## src/rtl/lh_sync_sequencer.sv

```systemverilog
// rtl/lh_sync_sequencer.sv - Lighthouse capture cycle sequencer: sync decode, sweep hit centres, valid/ready result
module lh_sync_sequencer #(
    parameter int NUM_SENSORS = 5,
    parameter int TIMER_WIDTH = 20,
    parameter int SYNC_MIN    = 2000,
    parameter int SYNC_MAX    = 6720,
    parameter int SYNC_BASE   = 2750,
    parameter int SYNC_STEP   = 500,
    parameter int GAP_MAX     = 24000,
    parameter int SWEEP_END   = 384000
) (
    input  logic                               CLK,
    input  logic                               RESET_N,
    input  logic [NUM_SENSORS-1:0]             LH_SENSOR,
    output logic                               CYCLE_VALID,
    input  logic                               CYCLE_READY,
    output logic                               STATION,
    output logic                               AXIS,
    output logic [2:0]                         A_CODE,
    output logic [2:0]                         B_CODE,
    output logic                               B_SEEN,
    output logic [NUM_SENSORS-1:0]             HIT_MASK,
    output logic [NUM_SENSORS*TIMER_WIDTH-1:0] HIT_TIME,
    output logic                               OVERRUN,
    output logic                               SYNC_ERR
);
    localparam int CW = 13;
    localparam int SW = (SYNC_STEP > 1) ? $clog2(SYNC_STEP) : 1;
    localparam int TW = TIMER_WIDTH;
    localparam int NS = NUM_SENSORS;

    typedef enum logic [2:0] {IDLE, SYNC_A, WAIT_B, SYNC_B, SWEEP, PUBLISH} state_t;
    state_t state, state_next;

    logic [NS-1:0]    sync1, sync2, low, low_d;
    logic             any_low, any_low_d, pulse_start, pulse_end;
    logic [CW-1:0]    cnt;
    logic [SW-1:0]    step_cnt;
    logic [2:0]       code_cnt;
    logic [TW-1:0]    timer;
    logic [2:0]       a_code, b_code;
    logic             b_seen, station;
    logic [NS-1:0]    armed, hit;
    logic [NS*TW-1:0] fall_time, hit_time, centre;
    logic             short_pulse, long_pulse, sweep_long, a_start, transfer, publish_load;
    logic             err, latch_a, latch_b;

    assign low         = ~sync2;
    assign any_low     = |low;
    assign pulse_start = any_low & ~any_low_d;
    assign pulse_end   = ~any_low & any_low_d;
    // cnt still holds the previous width during the start cycle, so it is excluded there
    assign short_pulse = cnt < CW'(SYNC_MIN);
    assign long_pulse  = any_low && !pulse_start && (cnt == CW'(SYNC_MAX));
    assign sweep_long  = any_low && !pulse_start && (cnt >= CW'(SYNC_MIN));
    assign a_start     = (state == IDLE) && pulse_start;
    assign transfer    = CYCLE_VALID & CYCLE_READY;
    assign publish_load = (state == PUBLISH) && (!CYCLE_VALID || transfer);

    always_ff @(posedge CLK or negedge RESET_N) begin
        if (!RESET_N) begin
            sync1     <= '1;
            sync2     <= '1;
            low_d     <= '0;
            any_low_d <= 1'b0;
            cnt       <= '0;
            step_cnt  <= '0;
            code_cnt  <= '0;
            timer     <= '0;
        end else begin
            sync1     <= LH_SENSOR;
            sync2     <= sync1;
            low_d     <= low;
            any_low_d <= any_low;
            if (pulse_start) begin
                cnt      <= '0;
                step_cnt <= '0;
                code_cnt <= '0;
            end else if (any_low && cnt != '1) begin
                cnt <= cnt + 1'b1;
                // code = floor((w - base) / step), accumulated one tick at a time
                if (cnt >= CW'(SYNC_BASE)) begin
                    if (step_cnt == SW'(SYNC_STEP - 1)) begin
                        step_cnt <= '0;
                        if (code_cnt != 3'd7) code_cnt <= code_cnt + 1'b1;
                    end else begin
                        step_cnt <= step_cnt + 1'b1;
                    end
                end
            end
            if (a_start)          timer <= '0;
            else if (timer != '1) timer <= timer + 1'b1;
        end
    end

    always_ff @(posedge CLK or negedge RESET_N) begin
        if (!RESET_N) state <= IDLE;
        else          state <= state_next;
    end

    always_comb begin
        state_next = state;
        err        = 1'b0;
        latch_a    = 1'b0;
        latch_b    = 1'b0;
        case (state)
            IDLE:    if (pulse_start) state_next = SYNC_A;
            SYNC_A: begin
                if (long_pulse) begin
                    err = 1'b1;
                    state_next = IDLE;
                end else if (pulse_end) begin
                    if (short_pulse) state_next = IDLE;
                    else begin
                        latch_a    = 1'b1;
                        state_next = WAIT_B;
                    end
                end
            end
            WAIT_B: begin
                if (pulse_start) state_next = SYNC_B;
                else if (timer >= TW'(GAP_MAX)) begin
                    if (!a_code[2]) state_next = SWEEP;
                    else begin
                        err = 1'b1;
                        state_next = IDLE;
                    end
                end
            end
            SYNC_B: begin
                if (long_pulse) begin
                    err = 1'b1;
                    state_next = IDLE;
                end else if (pulse_end) begin
                    if (short_pulse) state_next = WAIT_B;
                    else begin
                        latch_b = 1'b1;
                        if (a_code[2] != code_cnt[2]) state_next = SWEEP;
                        else begin
                            err = 1'b1;
                            state_next = IDLE;
                        end
                    end
                end
            end
            SWEEP: begin
                if (sweep_long) begin
                    err = 1'b1;
                    state_next = IDLE;
                end else if (timer >= TW'(SWEEP_END)) begin
                    state_next = PUBLISH;
                end
            end
            PUBLISH: state_next = IDLE;
            default: state_next = IDLE;
        endcase
    end

    always_comb begin
        centre = '0;
        for (int i = 0; i < NS; i++)
            centre[i*TW +: TW] = TW'(({1'b0, fall_time[i*TW +: TW]} + {1'b0, timer}) >> 1);
    end

    always_ff @(posedge CLK or negedge RESET_N) begin
        if (!RESET_N) begin
            a_code <= '0; b_code <= '0; b_seen <= 1'b0; station <= 1'b0;
            armed <= '0; hit <= '0; fall_time <= '0; hit_time <= '0;
        end else if (a_start) begin
            a_code <= '0; b_code <= '0; b_seen <= 1'b0; station <= 1'b0;
            armed <= '0; hit <= '0; fall_time <= '0; hit_time <= '0;
        end else begin
            if (latch_a) a_code <= code_cnt;
            if (latch_b) begin
                b_code  <= code_cnt;
                b_seen  <= 1'b1;
                station <= a_code[2];
            end
            if (state == SWEEP) begin
                for (int i = 0; i < NS; i++) begin
                    if (!hit[i]) begin
                        if (low[i] && !low_d[i] && !armed[i]) begin
                            fall_time[i*TW +: TW] <= timer;
                            armed[i] <= 1'b1;
                        end else if (!low[i] && low_d[i] && armed[i]) begin
                            hit_time[i*TW +: TW] <= centre[i*TW +: TW];
                            hit[i] <= 1'b1;
                        end
                    end
                end
            end
        end
    end

    always_ff @(posedge CLK or negedge RESET_N) begin
        if (!RESET_N) begin
            CYCLE_VALID <= 1'b0; STATION <= 1'b0; AXIS <= 1'b0;
            A_CODE <= '0; B_CODE <= '0; B_SEEN <= 1'b0;
            HIT_MASK <= '0; HIT_TIME <= '0; OVERRUN <= 1'b0; SYNC_ERR <= 1'b0;
        end else begin
            SYNC_ERR <= err;
            if (publish_load) begin
                CYCLE_VALID <= 1'b1;
                STATION     <= station;
                AXIS        <= station ? b_code[0] : a_code[0];
                A_CODE      <= a_code;
                B_CODE      <= b_code;
                B_SEEN      <= b_seen;
                HIT_MASK    <= hit;
                HIT_TIME    <= hit_time;
            end else if (transfer) begin
                CYCLE_VALID <= 1'b0;
            end
            if (transfer)                               OVERRUN <= 1'b0;
            else if (state == PUBLISH && CYCLE_VALID)   OVERRUN <= 1'b1;
        end
    end
endmodule

```

## config.mk

```make
export PLATFORM = sky130hd
export DESIGN_NAME = lh_sync_sequencer
export DESIGN_NICKNAME = d
export VERILOG_FILES = /design/src/rtl/lh_sync_sequencer.sv
export SDC_FILE = /design/constraint.sdc
export NUM_CORES = 1
export LEC_CHECK = 0
export CAP_MARGIN = 20
export CORE_MARGIN = 2
export CORE_UTILIZATION = 35
export DETAILED_ROUTE_END_ITERATION = 7
export GPL_TIMING_DRIVEN = 0
export PLACE_DENSITY = 0.62
export SETUP_SLACK_MARGIN = 0.02
export SYNTH_ARGS = -nofsm -noshare
export SYNTH_HDL_FRONTEND = slang
export SYNTH_SLANG_ARGS = --single-unit
```

## constraint.sdc

```tcl
create_clock -name CLK -period 4.1 [get_ports CLK]
set_clock_uncertainty 0.05 [all_clocks]
set_input_delay 0.82 -clock CLK [delete_from_list [all_inputs] [get_ports CLK]]
set_output_delay 0.82 -clock CLK [all_outputs]
set_load 0.05 [all_outputs]
```

# Yosys cells after proc, flatten, opt, wreduce, memory -nomap -nowiden
# Index checks and enable logic that the tools add are counted.
# word_totals
regBits	399
latchBits	0
ram_bits	0
rom_bits	0
wordCells	278
n_memories	0
# op_classes
addsub	9
mul	0
n_div	0
order_cmp	5
eq_ne	26
n_shift	0
muxes	113
n_bitwise	6
reduce_logical	80
# op_table
operator	count
2-to-1 mux 20 bit	27
2-to-1 mux 100 bit	4
adder 20 x 20 -> 21 bit	5
2-to-1 mux 3 bit	21
2-to-1 mux 1 bit	48
nonzero test 2 bit	20
2-to-1 mux 9 bit	4
logical AND 1 bit	27
2-to-1 mux 13 bit	2
AND reduction 4 bit	6
adder 20 x 1 -> 20 bit (second input constant)	1
>= comparator 20 x 15 -> 1 bit (second input constant)	1
>= comparator 20 x 19 -> 1 bit (second input constant)	1
2-to-1 mux 5 bit	4
inequality test 20 bit (second input constant)	1
zero test 1 bit	17
inequality test 3 bit (second input constant)	5
one-hot mux 3 bit (5 select lines)	1
AND reduction 3 bit	5
adder 13 x 1 -> 13 bit (second input constant)	1
== test 13 bit (second input constant)	1
>= comparator 13 x 11 -> 1 bit (second input constant)	1
>= comparator 13 x 12 -> 1 bit (second input constant)	1
< comparator 13 x 11 -> 1 bit (second input constant)	1
other kinds (20)	34

# Longest topological paths before layout
# Gate-level depths: netlist of run 1.
# logic_depth
depth_word	10
depth_mapped	11
depth_no_buf	10

# Worst setup path after synthesis of run 1
# Ideal clock, no wire load.
# synth_path
kind	register to register
startpoint	reg timer[0]
endpoint	reg hit_time[19]
arrival_time_ns	2.725
t_required_ns	3.920
path_slack_ns	1.195
path_stages_with_launch	12
cell_sequence	dfrtp_1 buf_2 and2_1 fa_1 a21o_1 a221oi_2 o21ai_1 a21o_1 a221oi_2 a21oi_1 a2111oi_2 nor4_1
# synth_between
elab_chain_cells	6
# synth_rtl
item	line	text
from (decl)	40	logic [TW-1:0] timer;
from (signal assigned)	92	else if (timer != '1) timer <= timer + 1'b1;
adder 20 x 20 -> 21 bit	162	centre[i*TW +: TW] = TW'(({1'b0, fall_time[i*TW +: TW]} + {1'b0, timer}) >> 1);
2-to-1 mux 20 bit	185	end else if (!low[i] && low_d[i] && armed[i]) begin
2-to-1 mux 20 bit	182	if (low[i] && !low_d[i] && !armed[i]) begin
2-to-1 mux 20 bit	181	if (!hit[i]) begin
2-to-1 mux 100 bit	179	if (state == SWEEP) begin
2-to-1 mux 100 bit	169	end else if (a_start) begin
to (signal, indexed assignment)	186	hit_time[i*TW +: TW] <= centre[i*TW +: TW];
to (decl)	44	logic [NS*TW-1:0] fall_time, hit_time, centre;
# Every way passes these cells. The select of a mux whose other input is x is not followed.
# A chain may end at the register's enable or synchronous reset.

# Worst setup path after layout of run 1
# layout_path
startpoint	reg state[2]
endpoint	reg A_CODE[0]
# layout_between
elab_chain_cells	2
# layout_rtl
item	line	text
from (decl)	33	state_t state, state_next;
from (signal assigned)	98	else state <= state_next;
== test 3 bit	58	assign publish_load = (state == PUBLISH) && (!CYCLE_VALID || transfer);
logical AND 1 bit	58	
to (signal assigned)	206	A_CODE <= a_code;
to (decl)	19	output logic [2:0] A_CODE,
# Every way passes these cells.

==> impl_metrics.json, run 1 <==
{
  "synthXorXnorAreaFrac_pct": 4.72,
  "fin_setup_tns_ns": 0,
  "routedWlPerCell_um": 19.9,
  "synth_seq_cells": 399,
  "cp-start-kind": "flip-flop",
  "drt-initial-drc-count": 1160,
  "vias": 15800,
  "final_antenna_net_count": 0,
  "cts_setup_buffers": 0,
  "numCtsBuffers": 44,
  "fin_cells": 2972,
  "powerDensity_nw_per_um2": 438,
  "synth_edf_count": 0,
  "via_per_inst": 5.33,
  "endpoint_kind": "flip-flop",
  "drive_above_1_share_pct": 11.0,
  "layout.nets": 2297,
  "pre_cts_slack_ns": -0.0607,
  "ys_seq_area_share_pct": 49.9,
  "track_usage_pct": 20.2,
  "drv_cap": 0,
  "die_w_um": 243,
  "initial_core_util_pct": 35.4,
  "postCtsHoldBufs": 0,
  "multi_input_area_sq_um": 9500,
  "critical_path_required_ns": 4.49,
  "grt.overflow.total": 0,
  "critPathArrivalTime_ns": 4.05,
  "setup_viol": 0,
  "post_cts_resized": 0,
  "hold_path_class": "input pin to async pin",
  "vdd_drop_max_mv": 0.315,
  "dp_cells": 2892,
  "die_y_um": 243,
  "critPathMaxStageDelay_ns": 0.84,
  "drv_slew": 0,
  "crit_type": "flip-flop to flip-flop",
  "wl_um": 59100,
  "critPathMaxFanout": 10,
  "tritoncts": "built",
  "rsz0062_at_grt": "false",
  "nFillCells": 5451,
  "first_global_vias": 15900,
  "worst_slack_ns": 0.432,
  "rows": 87,
  "yosysUniqueCellTypes": 72,
  "dr.pass1.iters": 5,
  "fmax_mhz": 273,
  "synth_area_sq_um": 20000,
  "drc": 0,
  "antenna_found_initial": 3,
  "cts_max_path_buffers": 3,
  "cts_root_buf": "clkbuf_16",
  "grt_max_degree": 128,
  "p_leak_uw": 0.0111,
  "area_growth_pct": 19.2,
  "async_reset_ff_share_pct": 100,
  "grt_first_pass_wirelength_um": 92900,
  "synthAdderAreaFrac_pct": 6.87,
  "regArea_sq_um": 10000,
  "crit_slowest_cell": "clkbuf_1",
  "synth.net_count": 2123,
  "syn_avg_cell_area_sq_um": 9.97,
  "muxShareOfSynthArea_pct": 6.61,
  "clk_pin_slew_ns": 0.06,
  "gp_congestion": 0.880,
  "hpwlAfterDp_um": 41800,
  "yosys_warnings": 0,
  "synth_compound_area_share_pct": 15.6,
  "clk_latency_ns": 0.58,
  "regToRegSetupSlack_ns": 0.43,
  "synth_top_family_by_area": "compound AO/OA/AOI/OAI gates",
  "synth_top_area_share_pct": 48.6,
  "dieArea_sq_um": 59100,
  "dominantRegCellSynth": "dfrtp_1",
  "hold_viol_final": 0,
  "power_uw": 10400,
  "io_buffers": 124,
  "syn_inst": 2008,
  "synthSimpleGateAreaFrac_pct": 13.6,
  "relSlewSlack_pct": 27.8,
  "path_common_cell": "clkbuf_1",
  "fin_crit_sh_pct": 89.5,
  "hold_ws_ns": 0.0733,
  "core_area_sq_um": 56500,
  "synth_top_cell_by_area": "dfrtp_1",
  "crit_chain": "clkbuf_1, nand3b_1, a21oi_2, clkbuf_1, buf_2, mux2_2",
  "outcome": "finished clean",
  "worstMarginPinSlew_ns": 1.08,
  "numClockSinks": 399,
  "htreeDepth": 2,
  "ios": 125,
  "ys_top_cells_by_area": "dfrtp_1 (49%), mux2_2 (6.4%), ha_1 (6.4%)",
  "fin_crit_ns": 3.67
}
[per-layer routing]
metal  wire, um  part of all wire [%]  GRT usage, %  vias up
li1           -                     -             -     7449
met1      25500                    43          26.3     7809
met2      27500                    46          32.8      455
met3       3520                   6.0          3.70      126
met4       2600                   4.4          8.68        2
met5          8                 0.014             0        -
[Yosys cell counts (5+ instances only)]
cell type,count
a211oi_1,10
a21o_1,45
a21oi_1,171
a31oi_1,21
and2_1,12
and3_1,19
buf_1,6
buf_2,21
clkbuf_1,62
dfrtp_1,389
dfstp_2,10
fa_1,5
ha_1,102
inv_1,45
mux2_2,114
nand2_1,309
nand2b_1,12
nand3_1,69
nand4_1,22
nor2_1,96
nor2b_1,7
nor3_1,24
nor4_1,7
o211ai_1,6
o21a_1,10
o21ai_0,200
o21bai_1,6
o31ai_1,5
or3_1,18
xnor2_1,63
xor2_1,45
[through the flow]
stage	instance area (sq um)	utilization, %
global route	23900	42.2
detailed placement	22300	39.5
CTS	23900	42.2
finish	23900	42.2
global placement	22200	39.3
floorplan	20000	-
[where the power goes]
group | switching, uW | total, uW | internal [uW]
logic | 1050 | 1720 | 672
registers | 343 | 4480 | 4140
clock network | 1660 | 4240 | 2580
[cells by family after synthesis]
family / Yosys count
simple gates: 610
compound gates: 531
flops: 399
buf+inv: 135
mux: 118
xor+xnor: 108
fa+ha+maj: 107
[state kept, by name (all words and copies together), names as in the netlist, 5 cells and up]
| register | flops |
|---|---|
| HIT_MASK | 5 |
| cnt | 13 |
| armed | 5 |
| hit_time | 100 |
| low_d | 5 |
| timer | 20 |
| sync2 | 5 |
| sync1 | 5 |
| fall_time | 100 |
| hit | 5 |
| HIT_TIME | 100 |
| step_cnt | 9 |
[cells in the final DEF, fill, tap and decap left out, drive strengths merged, types with 6 or more instances in the layout]
cell type / n
o21bai: 6
buf: 32
clkbuf: 123
o21ai: 205
nor2: 96
nand2b: 12
dfrtp: 389
mux2: 114
clkdlybuf4s50: 123
a21o: 45
xnor2: 63
and2: 12
a21oi: 172
and3: 19
nand2: 310
a211oi: 11
dfstp: 10
o21a: 10
a31oi: 21
o211ai: 6
ha: 102
nor2b: 7
inv: 47
nor4: 7
clkinv: 8
bufinv: 6
xor2: 45
a221oi: 6
nand3: 69
o31ai: 6
nor3: 26
or3: 18
nand4: 22
[final timing paths]
| kind | endpoint | depth (start not counted) | start |
|---|---|---|---|
| min in group CLK | sync2[2] | 0 | sync1[2] |
| worst min register to register | sync2[2] | 0 | sync1[2] |
| worst min-delay path | HIT_TIME[5] | 1 | RESET_N |
| worst max-delay path | A_CODE[0] | 6 | state[2] |
| max in group asynchronous | HIT_TIME[32] | 3 | RESET_N |
| worst max register to register | A_CODE[0] | 6 | state[2] |
[critical path: cells and delay by family, from the launching register on]
| kind | cells | cell delay [ns] |
|---|---|---|
| and+or+nand+nor | 1 | 0.26 |
| muxes | 1 | 0.40 |
| DFF | 1 | 0.35 |
| buffers and inverters | 3 | 1.78 |
| AOI/OAI and AO/OA | 1 | 0.68 |
[layout make-up]
class                           instances  area share (%)
Sequential cell                       399            41.9
Buffer                                 89            1.51
Clock inverter                         18            1.07
Timing Repair Buffer                  128            5.60
Inverter                               46           0.724
Clock buffer                           61            5.43
Antenna cell                            1          0.0105
Multi-Input combinational cell       1474            39.8
Tap cell                              756            3.96
(Power assumes the default switching activity.)
==> run 2: changes to the inputs <==
--- a/config.mk
+++ b/config.mk
@@ -10,6 +10,7 @@
 export CORE_UTILIZATION = 35
 export DETAILED_ROUTE_END_ITERATION = 7
 export GPL_TIMING_DRIVEN = 0
+export HOLD_SLACK_MARGIN = 0.1
 export PLACE_DENSITY = 0.62
 export SETUP_SLACK_MARGIN = 0.02
 export SYNTH_ARGS = -nofsm -noshare
==> run 2 against run 1 <==
Against the previous run:
- combinational power about the same
- flip-flop and latch count unchanged
- register-to-register slack about the same
- via count about the same
- critical endpoint unchanged
- largest cell class unchanged
- highest routed layer unchanged
==> impl_metrics.json, run 2 (synthesis results as in run 1) <==
{
  "gp_congestion": 0.880,
  "r2r_end": "A_CODE[0]",
  "numClockSinks": 399,
  "critPathMaxStageDelay_ns": 0.84,
  "cts_root_buf": "clkbuf_16",
  "rsz0062_at_grt": "false",
  "hold_viol_final": 0,
  "seq_power_share_pct": 43.0,
  "post_cts_resized": 0,
  "postPlaceCellArea_sq_um": 22300,
  "worstMarginPinSlew_ns": 1.14,
  "numCtsBuffers": 44,
  "tritoncts": "built",
  "powerDensity_nw_per_um2": 437,
  "setup_viol": 0,
  "vdd_drop_max_mv": 0.314,
  "drt-initial-drc-count": 1080,
  "postCtsHoldBufs": 1,
  "worst_slack_ns": 0.436,
  "vias": 15800,
  "via_per_inst": 5.33,
  "antenna_found_initial": 3,
  "endpoint_kind": "flip-flop",
  "core_area_sq_um": 56500,
  "routedWlPerCell_um": 19.9,
  "fin_crit_sh_pct": 89.4,
  "final_antenna_net_count": 0,
  "hold_path_class": "flip-flop to flip-flop",
  "critical_path_required_ns": 4.49,
  "critPathMaxFanout": 10,
  "fin_cells": 2972,
  "wl_um": 59100,
  "cp-start-kind": "flip-flop",
  "final_cell_mix": "dfrtp_1 (389), nand2_1 (309), o21ai_0 (200), a21oi_1 (170), clkdlybuf4s50_1 (123)",
  "crit_chain": "clkbuf_1, nand3b_1, a21oi_2, clkbuf_1, buf_2, mux2_2",
  "crit_slowest_cell": "clkbuf_1",
  "die_y_um": 243,
  "crit_type": "flip-flop to flip-flop",
  "initial_core_util_pct": 35.4,
  "dp_cells": 2892,
  "diodes": 0,
  "r2r-start": "state[2]",
  "drive_above_1_share_pct": 11.0,
  "track_usage_pct": 20.2,
  "drv_cap": 0,
  "final_common_cell": "dfrtp_1",
  "design_area_sq_um": 23900,
  "outcome": "finished clean",
  "die_w_um": 243,
  "ios": 125,
  "p_int_uw": 7390,
  "nFillCells": 5452,
  "grt.overflow.total": 0,
  "dr.pass1.iters": 5,
  "ff2ff_path_depth": 6,
  "io_buffers": 124,
  "layout.nets": 2298,
  "multi_input_area_sq_um": 9500,
  "fmax_mhz": 273,
  "holdPathStages": 0,
  "clk_pin_slew_ns": 0.06,
  "clk_latency_ns": 0.58,
  "relSlewSlack_pct": 24.2,
  "area_growth_pct": 19.2,
  "worstHoldStart": "sync1[2]",
  "drv_slew": 0,
  "grt_max_degree": 128,
  "critPathArrivalTime_ns": 4.05,
  "reg_top3": "HIT_TIME x100, fall_time x100, hit_time x100",
  "fin_crit_ns": 3.66,
  "grt_first_pass_wirelength_um": 92900,
  "cts_max_path_buffers": 3,
  "dieArea_sq_um": 59100,
  "power_frac_comb_pct": 16.4,
  "pre_cts_slack_ns": -0.0607,
  "regArea_sq_um": 10000,
  "regToRegSetupSlack_ns": 0.44,
  "htreeDepth": 2,
  "power_uw": 10400,
  "cts_setup_buffers": 0,
  "p_sw_share_pct": 29.1,
  "hpwlAfterDp_um": 41800,
  "rows": 87,
  "fin_setup_tns_ns": 0,
  "first_global_vias": 16000,
  "p_leak_uw": 0.0111,
  "pwr-share-clk_pct": 40.6,
  "drc": 0,
  "path_common_cell": "clkbuf_1",
  "power_switching_uw": 3040,
  "hold_end": "sync2[2]"
}
-- run 2: changes by cell type in the layout (fill, tap and decap cells not counted) --
cell	before	now
diode_2	1	0
dlygate4sd3_1	0	1
-- run 2: worst max-delay path: cells and delay by family (launching register included) --
family / cells / cell delay, ns
buf+inv: 3 / 1.78
compound gates: 1 / 0.68
mux: 1 / 0.40
flops: 1 / 0.35
simple gates: 1 / 0.27
-- run 2: layer usage --
layer / part of all wire [%] / vias to the layer above / track usage [%]
met1: 43 / 7816 / 26.3
met2: 47 / 447 / 32.8
met3: 5.7 / 136 / 3.70
li1: - / 7448 / -
met4: 4.5 / 2 / 8.68
met5: 0.014 / - / 0
-- run 2: power groups by stage --
stage	Combinational [uW]	Clock (uW)	Sequential, uW
6_report	1710	4240	4480
3_5_place_dp	1680	0	4540
3_3_place_gp	1630	0	4540
5_1_grt	1930	4520	4500
4_1_cts	1700	4350	4470
2_1_floorplan	1190	0	4400
-- run 2: area by class of cell --
class	instances	share of cell area, %
inverter	46	0.723
clock inverter	18	1.07
sequential	399	41.9
clock buffer	61	5.43
multi-input combinational	1474	39.8
timing repair buffer	129	5.64
buffer	89	1.51
tap	756	3.96
-- run 2: per-stage QoR --
stage / hold slack, ns / util [%]
floorplan: 0.295 / -
global placement: 0.298 / 39.3
detailed placement: 0.298 / 39.5
CTS: 0.298 / 42.3
global route: 0.303 / 42.3
finish: 0.290 / 42.3
-- run 2: worst max path at each step --
stage / from / endpoint / cells after the start
5_1_grt: state[2] / A_CODE[0] / 6
6_report: state[2] / A_CODE[0] / 6
2_1_floorplan: timer[0] / hit_time[19] / 11
4_1_cts: state[2] / A_CODE[0] / 6
3_3_place_gp: RESET_N / HIT_TIME[75] / 1
3_5_place_dp: CYCLE_READY / A_CODE[0] / 6
==> run 3: changes to the inputs <==
==> constraint.sdc (replaced) <==
create_clock -name CLK -period 3.9 [get_ports CLK]
set_clock_uncertainty 0.05 [all_clocks]
set_input_delay 0.78 -clock CLK [delete_from_list [all_inputs] [get_ports CLK]]
set_output_delay 0.78 -clock CLK [all_outputs]
set_load 0.05 [all_outputs]
==> results of run 3 <==
Same layout as run 2 (identical final DEF). Status: finished clean.
Among the figures that moved: setup slack after placement -0.0607 ns -> -0.221 ns; setup slack after layout 0.436 ns -> 0.236 ns; register-to-register setup slack 0.44 ns -> 0.24 ns; total power 10400 uW -> 11000 uW; worst IR drop on VDD 0.314 mV -> 0.330 mV
